## src/rtl/fifoc2mac.sv

```systemverilog
// fifoc2mac: requests a MAC UDP transmit slot and streams a staged FIFO payload into it.
// Define FIFO2MAC_STAT_EN to add the stat_frames / stat_underrun counters.
module fifoc2mac #(
    parameter int          MAX_LEN     = 1472,
    parameter logic [7:0]  PAD_BYTE    = 8'h00,
    parameter logic [15:0] REQ_TIMEOUT = 16'hFFFF
) (
    input  logic        clk,
    input  logic        rst_n,
    input  logic        fs,
    output logic        fd,
    input  logic [11:0] dat_tx_len,
    input  logic [7:0]  fifo_rxd,
    input  logic        fifo_empty,
    output logic        fifo_rxen,
    output logic        flag_udp_tx_req,
    input  logic        flag_udp_tx_prep,
    output logic        fs_udp_tx,
    input  logic        fd_udp_tx,
    output logic [15:0] udp_tx_len,
    input  logic        udp_txen,
    output logic [7:0]  udp_txd,
    output logic        err
`ifdef FIFO2MAC_STAT_EN
    ,
    output logic [15:0] stat_frames,
    output logic [15:0] stat_underrun
`endif
);

    localparam logic [11:0] MAX_LEN_W = 12'(MAX_LEN);

    typedef enum logic [2:0] {
        S_IDLE,
        S_REQ,
        S_START,
        S_SEND,
        S_DRAIN,
        S_DONE
    } state_t;

    typedef struct packed {
        state_t      state;
        logic [11:0] len;
        logic [11:0] sent;
        logic [15:0] timer;
        logic        fd;
        logic        req;
        logic        fs_tx;
        logic [15:0] tx_len;
        logic        err;
        logic        rd_d;     // a payload byte arrives on fifo_rxd this cycle
    } ctx_t;

    ctx_t cur, nxt;
    logic have_byte;
    logic rd;
    logic underrun;

    // NOTE: sequential state uses non-blocking assignments so every register
    // samples the values from before the edge, independent of statement order.
    always_ff @(posedge clk or negedge rst_n) begin
        if (!rst_n) begin
            cur <= '0;
        end else begin
            cur <= nxt;
        end
    end

    // NOTE: every signal is given a default at the top of the block; a path
    // that skipped an assignment would otherwise infer a latch.
    always_comb begin
        nxt       = cur;
        nxt.rd_d  = 1'b0;
        rd        = 1'b0;
        underrun  = 1'b0;
        have_byte = (cur.sent < cur.len) && !fifo_empty;

        case (cur.state)
            S_IDLE: begin
                nxt.sent  = '0;
                nxt.timer = '0;
                if (fs) begin
                    if (dat_tx_len > MAX_LEN_W) begin
                        nxt.len = MAX_LEN_W;
                        nxt.err = 1'b1;
                    end else begin
                        nxt.len = dat_tx_len;
                    end
                    if (dat_tx_len == 12'd0) begin
                        nxt.state = S_DONE;
                    end else begin
                        nxt.state = S_REQ;
                        nxt.req   = 1'b1;
                    end
                end
            end
            S_REQ: begin
                nxt.timer = cur.timer + 16'd1;
                if (flag_udp_tx_prep) begin
                    nxt.state = S_START;
                end else if (nxt.timer == REQ_TIMEOUT) begin
                    // Abandon the slot but still drain the staged payload.
                    nxt.err   = 1'b1;
                    nxt.req   = 1'b0;
                    nxt.state = S_DRAIN;
                end
            end
            S_START: begin
                nxt.fs_tx  = 1'b1;
                nxt.tx_len = {4'h0, cur.len};
                nxt.req    = 1'b0;
                nxt.state  = S_SEND;
            end
            S_SEND: begin
                if (udp_txen) begin
                    if (have_byte) begin
                        rd       = 1'b1;
                        nxt.sent = cur.sent + 12'd1;
                        nxt.rd_d = 1'b1;
                    end else if (cur.sent < cur.len) begin
                        underrun = 1'b1;
                    end
                end
                if (underrun) begin
                    nxt.err = 1'b1;
                end
                if (fd_udp_tx) begin
                    nxt.fs_tx = 1'b0;
                    nxt.state = S_DRAIN;
                end
            end
            S_DRAIN: begin
                if (cur.sent >= cur.len) begin
                    nxt.state = S_DONE;
                end else if (have_byte) begin
                    rd       = 1'b1;
                    nxt.sent = cur.sent + 12'd1;
                end
            end
            S_DONE: begin
                if (!fs) begin
                    nxt.fd    = 1'b0;
                    nxt.state = S_IDLE;
                end else begin
                    nxt.fd = 1'b1;
                end
            end
            default: nxt.state = S_IDLE;
        endcase
    end

    assign fd              = cur.fd;
    assign fifo_rxen       = rd;
    assign flag_udp_tx_req = cur.req;
    assign fs_udp_tx       = cur.fs_tx;
    assign udp_tx_len      = cur.tx_len;
    assign err             = cur.err;
    // FIFO data is already one cycle late, so it is forwarded unregistered.
    assign udp_txd         = cur.rd_d ? fifo_rxd : PAD_BYTE;

`ifdef FIFO2MAC_STAT_EN
    logic enter_done;
    assign enter_done = (nxt.state == S_DONE) && (cur.state != S_DONE);

    always_ff @(posedge clk or negedge rst_n) begin
        if (!rst_n) begin
            stat_frames   <= '0;
            stat_underrun <= '0;
        end else begin
            if (enter_done) stat_frames <= stat_frames + 16'd1;
            if (underrun)   stat_underrun <= stat_underrun + 16'd1;
        end
    end
`endif

endmodule

```

## config.mk

```make
export PLATFORM = sky130hd
export DESIGN_NAME = fifoc2mac
export DESIGN_NICKNAME = d
export VERILOG_FILES = /design/src/rtl/fifoc2mac.sv
export SDC_FILE = /design/constraint.sdc
export NUM_CORES = 1
export LEC_CHECK = 0
export CAP_MARGIN = 20
export CORE_MARGIN = 3
export CORE_UTILIZATION = 49
export CTS_CLUSTER_DIAMETER = 200
export DETAILED_ROUTE_END_ITERATION = 10
export HOLD_SLACK_MARGIN = 0.15
export PLACE_DENSITY = 0.85
export SLEW_MARGIN = 20
export SYNTH_ARGS = -nofsm -noshare
export SYNTH_HDL_FRONTEND = slang
export SYNTH_SLANG_ARGS = --single-unit
```

## constraint.sdc

```tcl
create_clock -name clk -period 2.55 [get_ports clk]
set_clock_uncertainty 0.2 [all_clocks]
set_input_delay 0.3825 -clock clk [delete_from_list [all_inputs] [get_ports clk]]
set_output_delay 0.3825 -clock clk [all_outputs]
set_load 0.01 [all_outputs]
```

-- Word-level counts from Yosys, hierarchy flattened
Index checks and enable logic that the tools add are counted.
- add/subtract/negate cells: 2
- $lt $le $gt $ge: 3
- equality and inequality tests: 18
- muxes and demuxes: 38
- reductions and logical operators: 15
- operators with widths (cell ; count):
    12-bit 2-to-1 mux ; 4
    12-bit case mux with 3 select lines ; 1
    16-bit case mux with 2 select lines ; 1
    2-bit != test (second input constant) ; 10
    1-bit 2-to-1 mux ; 19
    3-bit 2-to-1 mux ; 6
    3-bit case mux with 6 select lines ; 1
    16-bit by 1-bit adder with 16-bit output (second input constant) ; 1
    16-bit equality test (second input constant) ; 1
    15-bit 2-to-1 mux ; 1
    12-bit by 1-bit adder with 12-bit output (second input constant) ; 1
    12-bit >= comparator ; 1
    12-bit by 11-bit > comparator with 1-bit output (second input constant) ; 1
    12-bit zero test ; 1
    12-bit < comparator ; 1
    5-bit AND reduction ; 2
    3-bit nonzero test ; 3
    8-bit 2-to-1 mux ; 1
    3-bit by 2-bit equality test with 1-bit output (second input constant) ; 2
    3-bit equality test (second input constant) ; 2
    1-bit case mux with 3 select lines ; 2
    6-bit AND reduction ; 1
    1-bit case mux with 2 select lines ; 2
    2-bit AND reduction ; 2
    other kinds (8) ; 9
- bits in registers: 60
- bits of input ports: 27
- output and inout port bits: 29
- logic and storage cells: 86

-- Depth between registers and ports, before layout
Gate-level depths: netlist (run 1).
- depth after elaboration: 7
- depth in mapped cells: 10
- depth with buffers taken out: 8

-- Worst setup path after synthesis (run 1)
Ideal clock, no wire load.
- path kind: flip-flop to flip-flop
- start: reg cur[42] in the netlist's numbering
- end: reg cur[40] in the netlist's numbering
- data arrival time: 2184 ps
- setup slack: 86 ps
- cell stages (with the launch flop): 10
- period minus slack after synthesis: 2464 ps
- cells stage by stage: dfrtp_1 ha_1 a21o_1 a21o_1 a21o_1 and2_1 clkbuf_1 buf_2 nor4_1 mux2i_1
- word-level cells in the longest chain between the ends: 5
- elaborated cells between the ends (all ways): 9
- those cells by class: order compare: 2; eq/ne: 1; mux: 4; reduce/logical: 2
- ends and longest elaborated chain (item ; line ; RTL):
    start: declaration ; 55 ; ctx_t cur, nxt;
    start signal: assignment ; 66 ; cur <= nxt;
    12-bit < comparator ; 77 ; have_byte = (cur.sent < cur.len) && !fifo_empty;
    1-bit logical AND ; 77 ;
    12-bit 2-to-1 mux ; - ;
    12-bit 2-to-1 mux (on tied branches) ; - ;
    12-bit case mux with 3 select lines ; - ;
Parallel ways exist; a longest one is shown, timed or not. The select of a mux whose other input is x is not followed.
A chain may end at the register's enable or synchronous reset.

-- Worst setup path in the final report (run 1)
- start: reg cur[58] in the netlist's numbering
- end: out fifo_rxen
- word-level cells in the longest chain between the ends: 5
- elaborated cells between the ends (all ways): 7
- those cells by class: order compare: 2; mux: 4; reduce/logical: 1
- ends and longest elaborated chain (item ; line ; RTL):
    12-bit < comparator ; 77 ;
    1-bit logical AND ; 77 ;
    1-bit 2-to-1 mux ; 117, 136 ;
    1-bit 2-to-1 mux (on tied branches) ; 134, 116 ;
    1-bit case mux with 2 select lines (*) ; 79 ; case (cur.state)
    end: declaration ; 15 ; output logic fifo_rxen,
Mark *: on every way between the ends. The rest lies on a longest branch, timed or not.

==> results of run 1 <==
[flip-flops by register name, indices dropped and copies added (netlist names)]
| signal | cells |
|---|---|
| fd | 1 |
| fs_udp_tx | 1 |
| err | 1 |
| flag_udp_tx_req | 1 |
| udp_tx_len | 12 |
| cur | 44 |
[critical path, delay by kind of cell, from the launching register on]
| family | cells | cell delay (ns) |
|---|---|---|
| AO/OA/AOI/OAI | 3 | 0.58 |
| flip-flops | 1 | 0.39 |
| buffers and inverters | 3 | 0.32 |
| adder cells (fa/ha/maj) | 1 | 0.23 |
| AND/OR/NAND/NOR | 2 | 0.33 |
[cell usage in the layout, fill, tap and decap left out, drive strengths merged, types with 11 or more instances in the layout]
master          n
clkdlybuf4s50  49
nand3          17
ha             15
o21ai          23
buf            62
nand2          48
a21oi          22
inv            21
mux2           12
nor3           11
dfrtp          60
nor2           25
nand4          11
mux2i          12
[routing by layer]
metal / part of all wire / GRT usage / wire length [um] / vias up
li1: - / - / - / 1669
met1: 0.40 / 0.307 / 4760 / 1844
met2: 0.48 / 0.390 / 5720 / 234
met3: 0.082 / 0.0539 / 971 / 50
met4: 0.034 / 0.121 / 403 / 0
met5: 0 / 0 / 0 / -
[how the worst max path moves through the flow]
stage | end | cells past startpoint
6_report | fifo_rxen | 9
5_1_grt | fifo_rxen | 9
4_1_cts | fifo_rxen | 8
3_5_place_dp | fifo_rxen | 9
3_3_place_gp | fifo_rxen | 8
2_1_floorplan | cur[40] | 9
[through the flow]
stage                      util  power (W)  setup WS, ns
after detailed placement  0.614    0.00330        -0.189
after floorplan               -    0.00256        0.0863
after CTS                 0.665    0.00454        -0.134
after global placement    0.614    0.00321        -0.149
after global routing      0.706    0.00531        -0.270
final                     0.706    0.00509        -0.213
[power by group]
group | total, W | internal [W] | switching [W] | leakage [nW]
clock network | 0.000956 | 0.000550 | 0.000406 | 0.102
registers | 0.00141 | 0.00121 | 0.000200 | 0.779
logic | 0.00272 | 0.00134 | 0.00139 | 1.40
[synth_stat cells, types with 8 or more instances]
master   count  area (um2)
a21oi_1     22         110
nand2_1     48         180
ha_1        15         188
o21ai_0     23         115
nand4_1     10        62.6
and2_1      10        62.6
inv_1       21        78.8
dfrtp_1     60        1500
mux2_2      12         135
buf_4       16         120
nor4_1       8        50.1
a21o_1      10        75.1
o22ai_1      8        50.1
nand3_1     16        80.1
nor2_1      25        93.8
nor3_1      10        50.1
mux2i_1     12         120
[repair_timing]
| item | CTS | global route |
|---|---|---|
| pin swaps | 9 | 17 |
| gates resized for setup | 14 | 48 |
| hold buffers | 1 | 0 |
| endpoints found under the setup margin | 7 | 16 |
| cloned | 0 | 2 |
| hold endpoints to repair | 25 | 0 |
| buffers inserted | 12 | 5 |
[layout make-up]
class	count	area, um2
Multi-Input combinational cell	305	2250
Fill cell	456	2150
Sequential cell	60	1500
Timing Repair Buffer	112	1010
Clock buffer	10	128
Tap cell	99	124
Clock inverter	6	88.8
Inverter	21	78.8
[cell families after synthesis]
family | Yosys count | share of synthesized area
and+or+nand+nor | 167 | 0.237
AOI/OAI and AO/OA | 93 | 0.161
DFF | 60 | 0.402
buffers and inverters | 55 | 0.0751
muxes | 24 | 0.0684
adders and majority gates | 15 | 0.0503
xor gates and xnor gates | 2 | 0.00469
other | 1 | 0.00100
==> results.md, run 1 <==
* Status: complete, but fails checks
* Failing checks: setup timing
* Hold path startpoint: fs_udp_tx
* CP Cell Sequence: inv_1 > ha_4 > a21o_1 > a21o_1 > a21o_1 > nor3_2 > nand3_1 > inv_1 > buf_2
* Avg Inst Size Synth at 8.95 um2
* Initial antenna violation count at 0
* Port bufs at 51
* RePlAce Congestion at 0.882
* Iteration-0 DRC count of the detailed router at 547
* DIE AREA at 8700 um2
* Longest Clk Path Bufs at 2
* DRT Wirelength at 11900 um
* Crit path DAT at 2.18 ns
* Clock transition at path regs at 0.07 ns
* Via count at 3797
* DP Wirelength at 6810 um
* Final hold slack at 0.279 ns
* # setup viols final at 2
* Leakage power at 2.28 nW
* Starting Density at 0.509
* Mapped Cells at 417
* FF+latch count, synth at 60
* Top FF cell, synth: dfrtp_1
* Setup Crit Path Kind: reg -> out
* Cts bufs inserted at 9
* Final hold violations at 0
* Origin of the worst setup path: cur[58]
* Hold path depth at 1
* Capturing element type of the critical path: output pin
* Max Clock Freq at 362 MHz
* Core region area at 7330 um2
* Worst R2R End: cur[61]
* Power Dens Cells at 983 nW/um2
* Worst R2R Setup Slack at -0.05 ns
* Vias in the first global route at 3523
* Non-Filler Instances at 613
* R2r worst-path depth at 13
* Post-DR vias/cell at 6.19
* Global-route wire length before repair at 16800 um
* Htree depth at 3
* Gr usage total at 0.243
* Share of layout cells above drive strength 1 at 0.261
* # IOs at 56
* Worst slew pin tran at 0.656 ns
* Hold endpoint: fs_udp_tx
* Clk Latency, worst-skew pair at 0.35 ns
* Register area share after synthesis at 0.402
* Critical Path RT at 1.97 ns
* Largest net degree at the start of global routing at 36
* Reported max-cap violation count at 0
* Ys async rst share at 1.00
* Worst setup SP type: flip-flop
* CP max-delay cell: dfrtp_1
* Critical R2R Launch: cur[40]
* Slew headroom at 0.563
* DRC Markers at 0
* Mapped Area at 3730 um2
* Min Tclk post-route at 2.76 ns
* Area growth syn-to-layout at 38.7%
* Final worst-path cycle share at 1.08
* TritonRoute pass-1 iters at 6
* Synth unique cells at 56
* Warning count from the yosys run at 0
* CP most frequent cell: a21o_1
* Root Buffer: clkbuf_8
* Setup WS post-layout at -0.213 ns
* Antenna Cells at 0
* Grt total ovfl at 0
* Worst Hold Class: reg -> reg
* Final Instance Area at 5180 um2
* RSZ-0062 raised after global routing: true
* Worst-path fanout max at 3
* CTS sink count at 60
* Number of flops mapped to enable cells by yosys at 0
* Final max-slew violation count at 0
* Dpl cells at 578
* Drt wl/cell at 19.3 um
* Number of routed nets with antenna violations at 0
* TritonCTS clock tree: yes
* Die H at 93.3 um
* Row cnt at 31
* Die width at 93.3 um
* Max IR drop VDD at 0.420 mV
* Cell Area, Placed at 4500 um2
* CP peak stage delay at 0.39 ns
* Final net count at 551
* Setup TNS at -0.261 ns
No activity file was read; power rests on OpenSTA's default activity.
==> run 2: changes to the inputs <==
--- a/config.mk
+++ b/config.mk
@@ -6,7 +6,7 @@
 export NUM_CORES = 1
 export LEC_CHECK = 0
 export CAP_MARGIN = 20
-export CORE_MARGIN = 3
+export CORE_MARGIN = 2
 export CORE_UTILIZATION = 49
 export CTS_CLUSTER_DIAMETER = 200
 export DETAILED_ROUTE_END_ITERATION = 10
==> results.md, run 2 (same netlist as run 1, synthesis figures left out) <==
* RePlAce Congestion at 0.901 (was 0.882)
* Die width at 91.3 um (was 93.3 um)
* TritonCTS clock tree: yes (unchanged)
* Register cell area after layout at 1500 um2 (about the same)
* Multi-input gate area at 2160 um2 (was 2250 um2)
* Post-DR vias/cell at 6.02 (was 6.19)
* Largest Register: cur (unchanged)
* Row cnt at 31 (unchanged)
* Worst-path fanout max at 2 (was 3)
* Gr usage total at 0.251 (was 0.243)
* Vias in the first global route at 3414 (was 3523)
* Largest net degree at the start of global routing at 61 (was 36)
* CP Cell Sequence: ha_4 > nand4_1 > or3_4 > a31oi_4 > nor3_2 > nand3_2 > inv_1 > buf_2 (was inv_1 > ha_4 > a21o_1 > a21o_1 > a21o_1 > nor3_2 > nand3_1 > inv_1 > buf_2)
* CP peak stage delay at 0.45 ns (was 0.39 ns)
* Drt wl/cell at 17.4 um (was 19.3 um)
* DP Wirelength at 6800 um (was 6810 um)
* Max Clock Freq at 361 MHz (was 362 MHz)
* Setup Crit Path Kind: reg -> out (unchanged)
* Worst Hold Class: reg -> reg (unchanged)
* Iteration-0 DRC count of the detailed router at 361 (was 547)
* Comb pwr share at 0.471 (was 0.535)
* Dpl cells at 577 (was 578)
* Setup TNS at -0.530 ns (was -0.261 ns)
* Most frequent cells in the layout: dfrtp_1 (59), clkdlybuf4s50_1 (49), nand2_1 (47), buf_4 (46), nor2_1 (25) (was dfrtp_1 (60), buf_4 (49), clkdlybuf4s50_1 (49), nand2_1 (47), nor2_1 (25))
* Core region area at 7330 um2 (unchanged)
* Final hold violations at 0 (unchanged)
* Cts bufs inserted at 9 (unchanged)
* Port bufs at 51 (unchanged)
* Final net count at 537 (was 551)
* Capturing element type of the critical path: output pin (unchanged)
* CP max-delay cell: dfrtp_1 (unchanged)
* Psw at 0.00178 W (was 0.00199 W)
* Longest Clk Path Bufs at 2 (unchanged)
* DRT Wirelength at 10400 um (was 11900 um)
* Max IR drop VDD at 0.433 mV (was 0.420 mV)
* Final worst-path cycle share at 1.09 (was 1.08)
* Worst setup SP type: flip-flop (unchanged)
* Leakage power at 2.18 nW (was 2.28 nW)
* Commonest non-fill, non-tap cell in the layout: dfrtp_1 (unchanged)
* TritonRoute pass-1 iters at 6 (unchanged)
* Clk Latency, worst-skew pair at 0.35 ns (about the same)
* Via count at 3604 (was 3797)
* Initial antenna violation count at 0 (unchanged)
* Starting Density at 0.509 (unchanged)
* Die H at 91.3 um (was 93.3 um)
* DRC Markers at 0 (unchanged)
* Root Buffer: clkbuf_8 (unchanged)
* Worst slew pin tran at 0.768 ns (was 0.656 ns)
* Critical Path RT at 1.97 ns (about the same)
* Reported max-cap violation count at 0 (unchanged)
* Number of routed nets with antenna violations at 0 (unchanged)
* # setup viols final at 6 (was 2)
* DIE AREA at 8330 um2 (was 8700 um2)
* # IOs at 56 (unchanged)
* FILL cells at 535 (was 456)
* Antenna Cells at 0 (unchanged)
* Global-route wire length before repair at 16800 um (about the same)
* Min Tclk post-route at 2.77 ns (was 2.76 ns)
* Grt total ovfl at 0 (unchanged)
* Final max-slew violation count at 0 (unchanged)
* Setup WS post-layout at -0.221 ns (was -0.213 ns)
* CTS sink count at 60 (unchanged)
* RSZ-0062 raised after global routing: true (unchanged)
* Reg power frac at 0.314 (was 0.277)
* Htree depth at 3 (unchanged)
* Area growth syn-to-layout at 32.5% (was 38.7%)
* Slew headroom at 0.488 (was 0.563)
* Status: complete, but fails checks (unchanged)
* Crit path max-delay family: simple AND/OR/NAND/NOR gates (was compound AO/OA/AOI/OAI gates)
* Int Pwr at 0.00273 W (was 0.00310 W)
* Clock transition at path regs at 0.07 ns (about the same)
* Non-Filler Instances at 599 (was 613)
* Crit path DAT at 2.19 ns (was 2.18 ns)
* Largest register FFs at 44 (unchanged)
* Clock power frac at 0.216 (was 0.188)
* Share of layout cells above drive strength 1 at 0.220 (was 0.261)
* Critical path buffers and inverters at 2 (was 3)
* Sw Share at 0.394 (was 0.391)
* Power Dens Cells at 912 nW/um2 (was 983 nW/um2)
* Failing checks: setup timing (unchanged)
==> run 2: changes by cell type in the layout (fill, tap and decap cells not counted), moves of 3 or more <==
cell | previous run | this run
or4_1 | 3 | 7
buf_6 | 10 | 0
a21oi_1 | 19 | 22
a21oi_2 | 3 | 0
buf_4 | 49 | 46
ha_4 | 10 | 7
or4_4 | 4 | 0
==> run 2: layer usage <==
metal | up-vias | part of all wire | GRT usage
met5 | - | 0 | 0
met2 | 198 | 0.49 | 0.417
met4 | 0 | 0.023 | 0.0808
met3 | 27 | 0.074 | 0.0498
li1 | 1643 | - | -
met1 | 1736 | 0.41 | 0.330
==> run 2: path summary, 6_finish.rpt <==
check / start / endpoint / slack, ns / depth (start not counted)
hold reg to reg: fs_udp_tx / fs_udp_tx / 0.30 / 1
max in group asynchronous: rst_n / cur[24] / 1.11 / 3
hold / removal: fs_udp_tx / fs_udp_tx / 0.30 / 1
setup / recovery: cur[40] / fifo_rxen / -0.22 / 8
setup reg to reg: cur[54] / cur[45] / -0.12 / 8
min in group asynchronous: rst_n / cur[41] / 0.51 / 3
==> run 2: power groups by stage <==
stage | clock network (W) | logic (W) | registers, W
finish | 0.000973 | 0.00212 | 0.00141
global route | 0.00103 | 0.00229 | 0.00145
CTS | 0.000979 | 0.00196 | 0.00140
detailed placement | 0 | 0.00187 | 0.00142
global placement | 0 | 0.00180 | 0.00139
floorplan | 0 | 0.00118 | 0.00138
==> run 2: layout make-up <==
cell class / instances / area share
clock buffers: 9 / 0.0251
clock inverters: 7 / 0.0205
repair buffers: 98 / 0.173
well taps: 99 / 0.0251
multi-input cells: 305 / 0.436
flip-flops and latches: 60 / 0.304
inverters: 21 / 0.0159
==> run 2: what timing repair did <==
item	in CTS	in global routing
hold buffers	1	0
setup endpoints to repair	8	14
hold endpoints to repair	60	0
pin swaps	8	2
buffers inserted	4	1
resized for setup	17	18
==> run 2: metrics by stage <==
stage | power [W] | hold slack (ns) | instance area (um2) | setup slack [ns] | util
after global routing | 0.00477 | 0.324 | 4940 | -0.241 | 0.675
after floorplan | 0.00256 | -0.113 | 3740 | 0.0863 | -
after global placement | 0.00319 | 0.260 | 4480 | -0.141 | 0.612
after detailed placement | 0.00330 | 0.282 | 4480 | -0.187 | 0.612
final | 0.00451 | 0.299 | 4940 | -0.221 | 0.675
after CTS | 0.00435 | 0.297 | 4840 | -0.0664 | 0.660
==> run 3: changes to the inputs <==
--- a/config.mk
+++ b/config.mk
@@ -8,10 +8,11 @@
 export CAP_MARGIN = 20
 export CORE_MARGIN = 2
 export CORE_UTILIZATION = 49
-export CTS_CLUSTER_DIAMETER = 200
+export CTS_CLUSTER_DIAMETER = 50
 export DETAILED_ROUTE_END_ITERATION = 10
 export HOLD_SLACK_MARGIN = 0.15
 export PLACE_DENSITY = 0.85
+export SKIP_LAST_GASP = 1
 export SLEW_MARGIN = 20
 export SYNTH_ARGS = -nofsm -noshare
 export SYNTH_HDL_FRONTEND = slang
==> results.md, run 3 (same netlist as run 1, synthesis figures left out) <==
* Status: complete, but fails checks (unchanged)
* Failing checks: setup timing (unchanged)
* Port bufs at 51 (unchanged)
* Psw at 0.00175 W (was 0.00178 W)
* Clk Latency, worst-skew pair at 0.36 ns (was 0.35 ns)
* Initial antenna violation count at 0 (unchanged)
* Final core utilization at 0.671 (was 0.675)
* Final Instance Area at 4920 um2 (was 4940 um2)
* Global-route wire length before repair at 16800 um (unchanged)
* Max IR drop VDD at 0.428 mV (was 0.433 mV)
* Reg power frac at 0.316 (was 0.314)
* Sw Share at 0.391 (was 0.394)
* Clock transition at path regs at 0.07 ns (about the same)
* Row cnt at 31 (unchanged)
* Cell Area, Placed at 4480 um2 (unchanged)
* RSZ-0062 raised after global routing: true (unchanged)
* Leakage power at 2.18 nW (about the same)
* Starting Density at 0.509 (unchanged)
* RePlAce Congestion at 0.901 (unchanged)
* Cts bufs inserted at 9 (unchanged)
* Hold path startpoint: fs_udp_tx (unchanged)
* DRT Wirelength at 10100 um (was 10400 um)
* Largest net degree at the start of global routing at 61 (unchanged)
* Critical Path RT at 1.97 ns (about the same)
* Share of layout cells above drive strength 1 at 0.210 (was 0.220)
* Int Pwr at 0.00272 W (was 0.00273 W)
* Clock power frac at 0.218 (was 0.216)
* Most frequent cells in the layout: dfrtp_1 (59), clkdlybuf4s50_1 (49), nand2_1 (47), buf_4 (46), nor2_1 (25) (unchanged)
* Final max-slew violation count at 0 (unchanged)
* Longest Clk Path Bufs at 2 (unchanged)
* Die H at 91.3 um (unchanged)
* Setup Slack @ Placement at -0.187 ns (unchanged)
* DP Wirelength at 6800 um (unchanged)
* FILL cells at 534 (was 535)
* # IOs at 56 (unchanged)
* Area growth syn-to-layout at 31.8% (was 32.5%)
* Final worst-path cycle share at 1.08 (was 1.09)
* Number of routed nets with antenna violations at 0 (unchanged)
* Setup Crit Path Kind: reg -> out (unchanged)
* Worst R2R End: cur[45] (unchanged)
* Core region area at 7330 um2 (unchanged)
* DIE AREA at 8330 um2 (unchanged)
* Multi-input gate area at 2130 um2 (was 2160 um2)
* Critical R2R Launch: cur[54] (unchanged)
* Hold path depth at 1 (unchanged)
* TritonRoute pass-1 iters at 5 (was 6)
* CP max-delay cell: or3_4 (was dfrtp_1)
* Vias in the first global route at 3414 (unchanged)
* Dpl cells at 577 (unchanged)
* Largest Register: cur (unchanged)
* Worst slew pin tran at 0.760 ns (was 0.768 ns)
* Iteration-0 DRC count of the detailed router at 346 (was 361)
* Post-DR vias/cell at 5.94 (was 6.02)
* Root Buffer: clkbuf_8 (unchanged)
* Worst R2R Setup Slack at -0.12 ns (about the same)
* Min Tclk post-route at 2.74 ns (was 2.77 ns)
* DRC Markers at 0 (unchanged)
* Comb pwr share at 0.466 (was 0.471)
* CP most frequent cell: inv_1
* Via count at 3556 (was 3604)
* Reported max-cap violation count at 0 (unchanged)
* Commonest non-fill, non-tap cell in the layout: dfrtp_1 (unchanged)
* Slew headroom at 0.493 (was 0.488)
* CP Cell Sequence: inv_1 > ha_1 > nand4_1 > or3_4 > a31oi_4 > nor3_2 > nand3_2 > inv_1 > buf_2 (was ha_4 > nand4_1 > or3_4 > a31oi_4 > nor3_2 > nand3_2 > inv_1 > buf_2)
* Die width at 91.3 um (unchanged)
* Final net count at 537 (unchanged)
* TritonCTS clock tree: yes (unchanged)
* Final hold violations at 0 (unchanged)
* Drt wl/cell at 16.8 um (was 17.4 um)
* Largest register FFs at 44 (unchanged)
* Worst-path fanout max at 2 (unchanged)
* Power Dens Cells at 909 nW/um2 (was 912 nW/um2)
* Worst setup SP type: flip-flop (unchanged)
* Crit path DAT at 2.16 ns (was 2.19 ns)
* Gr usage total at 0.251 (unchanged)
* Htree depth at 3 (unchanged)
* Hold endpoint: fs_udp_tx (unchanged)
* Capturing element type of the critical path: output pin (unchanged)
* Grt total ovfl at 0 (unchanged)
* Final hold slack at 0.293 ns (was 0.299 ns)
* Antenna Cells at 0 (unchanged)
* Setup WS post-layout at -0.193 ns (was -0.221 ns)
* Max Clock Freq at 365 MHz (was 361 MHz)
* # setup viols final at 5 (was 6)
* CTS sink count at 60 (unchanged)
* Worst Hold Class: reg -> reg (unchanged)
* Register cell area after layout at 1500 um2 (unchanged)
* CP peak stage delay at 0.43 ns (was 0.45 ns)
* R2r worst-path depth at 8 (unchanged)
* Non-Filler Instances at 599 (unchanged)
-- run 3: cell type report --
cell class,instances,area share
Timing Repair Buffer,98,0.174
Clock buffer,9,0.0252
Clock inverter,7,0.0206
Multi-Input combinational cell,305,0.434
Sequential cell,60,0.305
Inverter,21,0.0160
Tap cell,99,0.0252
-- run 3: worst max-delay path by stage --
stage / startpoint / end / slack [ns] / depth (start not counted)
after floorplan: cur[42] / cur[40] / 0.09 / 9
after global placement: cur[42] / fifo_rxen / -0.14 / 8
after detailed placement: cur[59] / fifo_rxen / -0.19 / 9
after CTS: cur[39] / fifo_rxen / -0.07 / 8
after global routing: cur[51] / fifo_rxen / -0.23 / 9
final: cur[37] / fifo_rxen / -0.19 / 9
-- run 3: worst max-delay path: cells and delay by family (launching register included) --
kind	cells	cell delay [ns]
DFF	1	0.35
buffers and inverters	3	0.26
AOI/OAI and AO/OA	1	0.16
and+or+nand+nor	4	0.74
adders and majority gates	1	0.31
-- run 3: per-stage QoR --
stage,total power [W],TNS (ns)
2_1_floorplan,0.00256,0
3_3_place_gp,0.00319,-0.141
3_5_place_dp,0.00330,-0.551
4_1_cts,0.00435,-0.132
5_1_grt,0.00473,-1.43
6_report,0.00447,-0.485
-- run 3: metal layers --
metal | GRT usage | share of wire | vias up
met4 | 0.0808 | 0.021 | 0
met2 | 0.417 | 0.48 | 189
li1 | - | - | 1643
met5 | 0 | 0 | -
met1 | 0.330 | 0.41 | 1703
met3 | 0.0498 | 0.079 | 21
-- run 3: repair_timing --
action	CTS	global route
buffers inserted	4	1
gates resized for setup	17	13
gates cloned	0	0
endpoints found under the hold margin	60	0
pin swaps	8	2
setup endpoints to repair	8	14
hold buffers	1	0
-- run 3: power by group through the flow --
| stage | sequential (W) | clock, W | combinational, W |
|---|---|---|---|
| 6_report | 0.00141 | 0.000976 | 0.00209 |
| 5_1_grt | 0.00145 | 0.00103 | 0.00226 |
| 4_1_cts | 0.00140 | 0.000979 | 0.00196 |
| 3_5_place_dp | 0.00142 | 0 | 0.00187 |
| 3_3_place_gp | 0.00139 | 0 | 0.00180 |
| 2_1_floorplan | 0.00138 | 0 | 0.00118 |
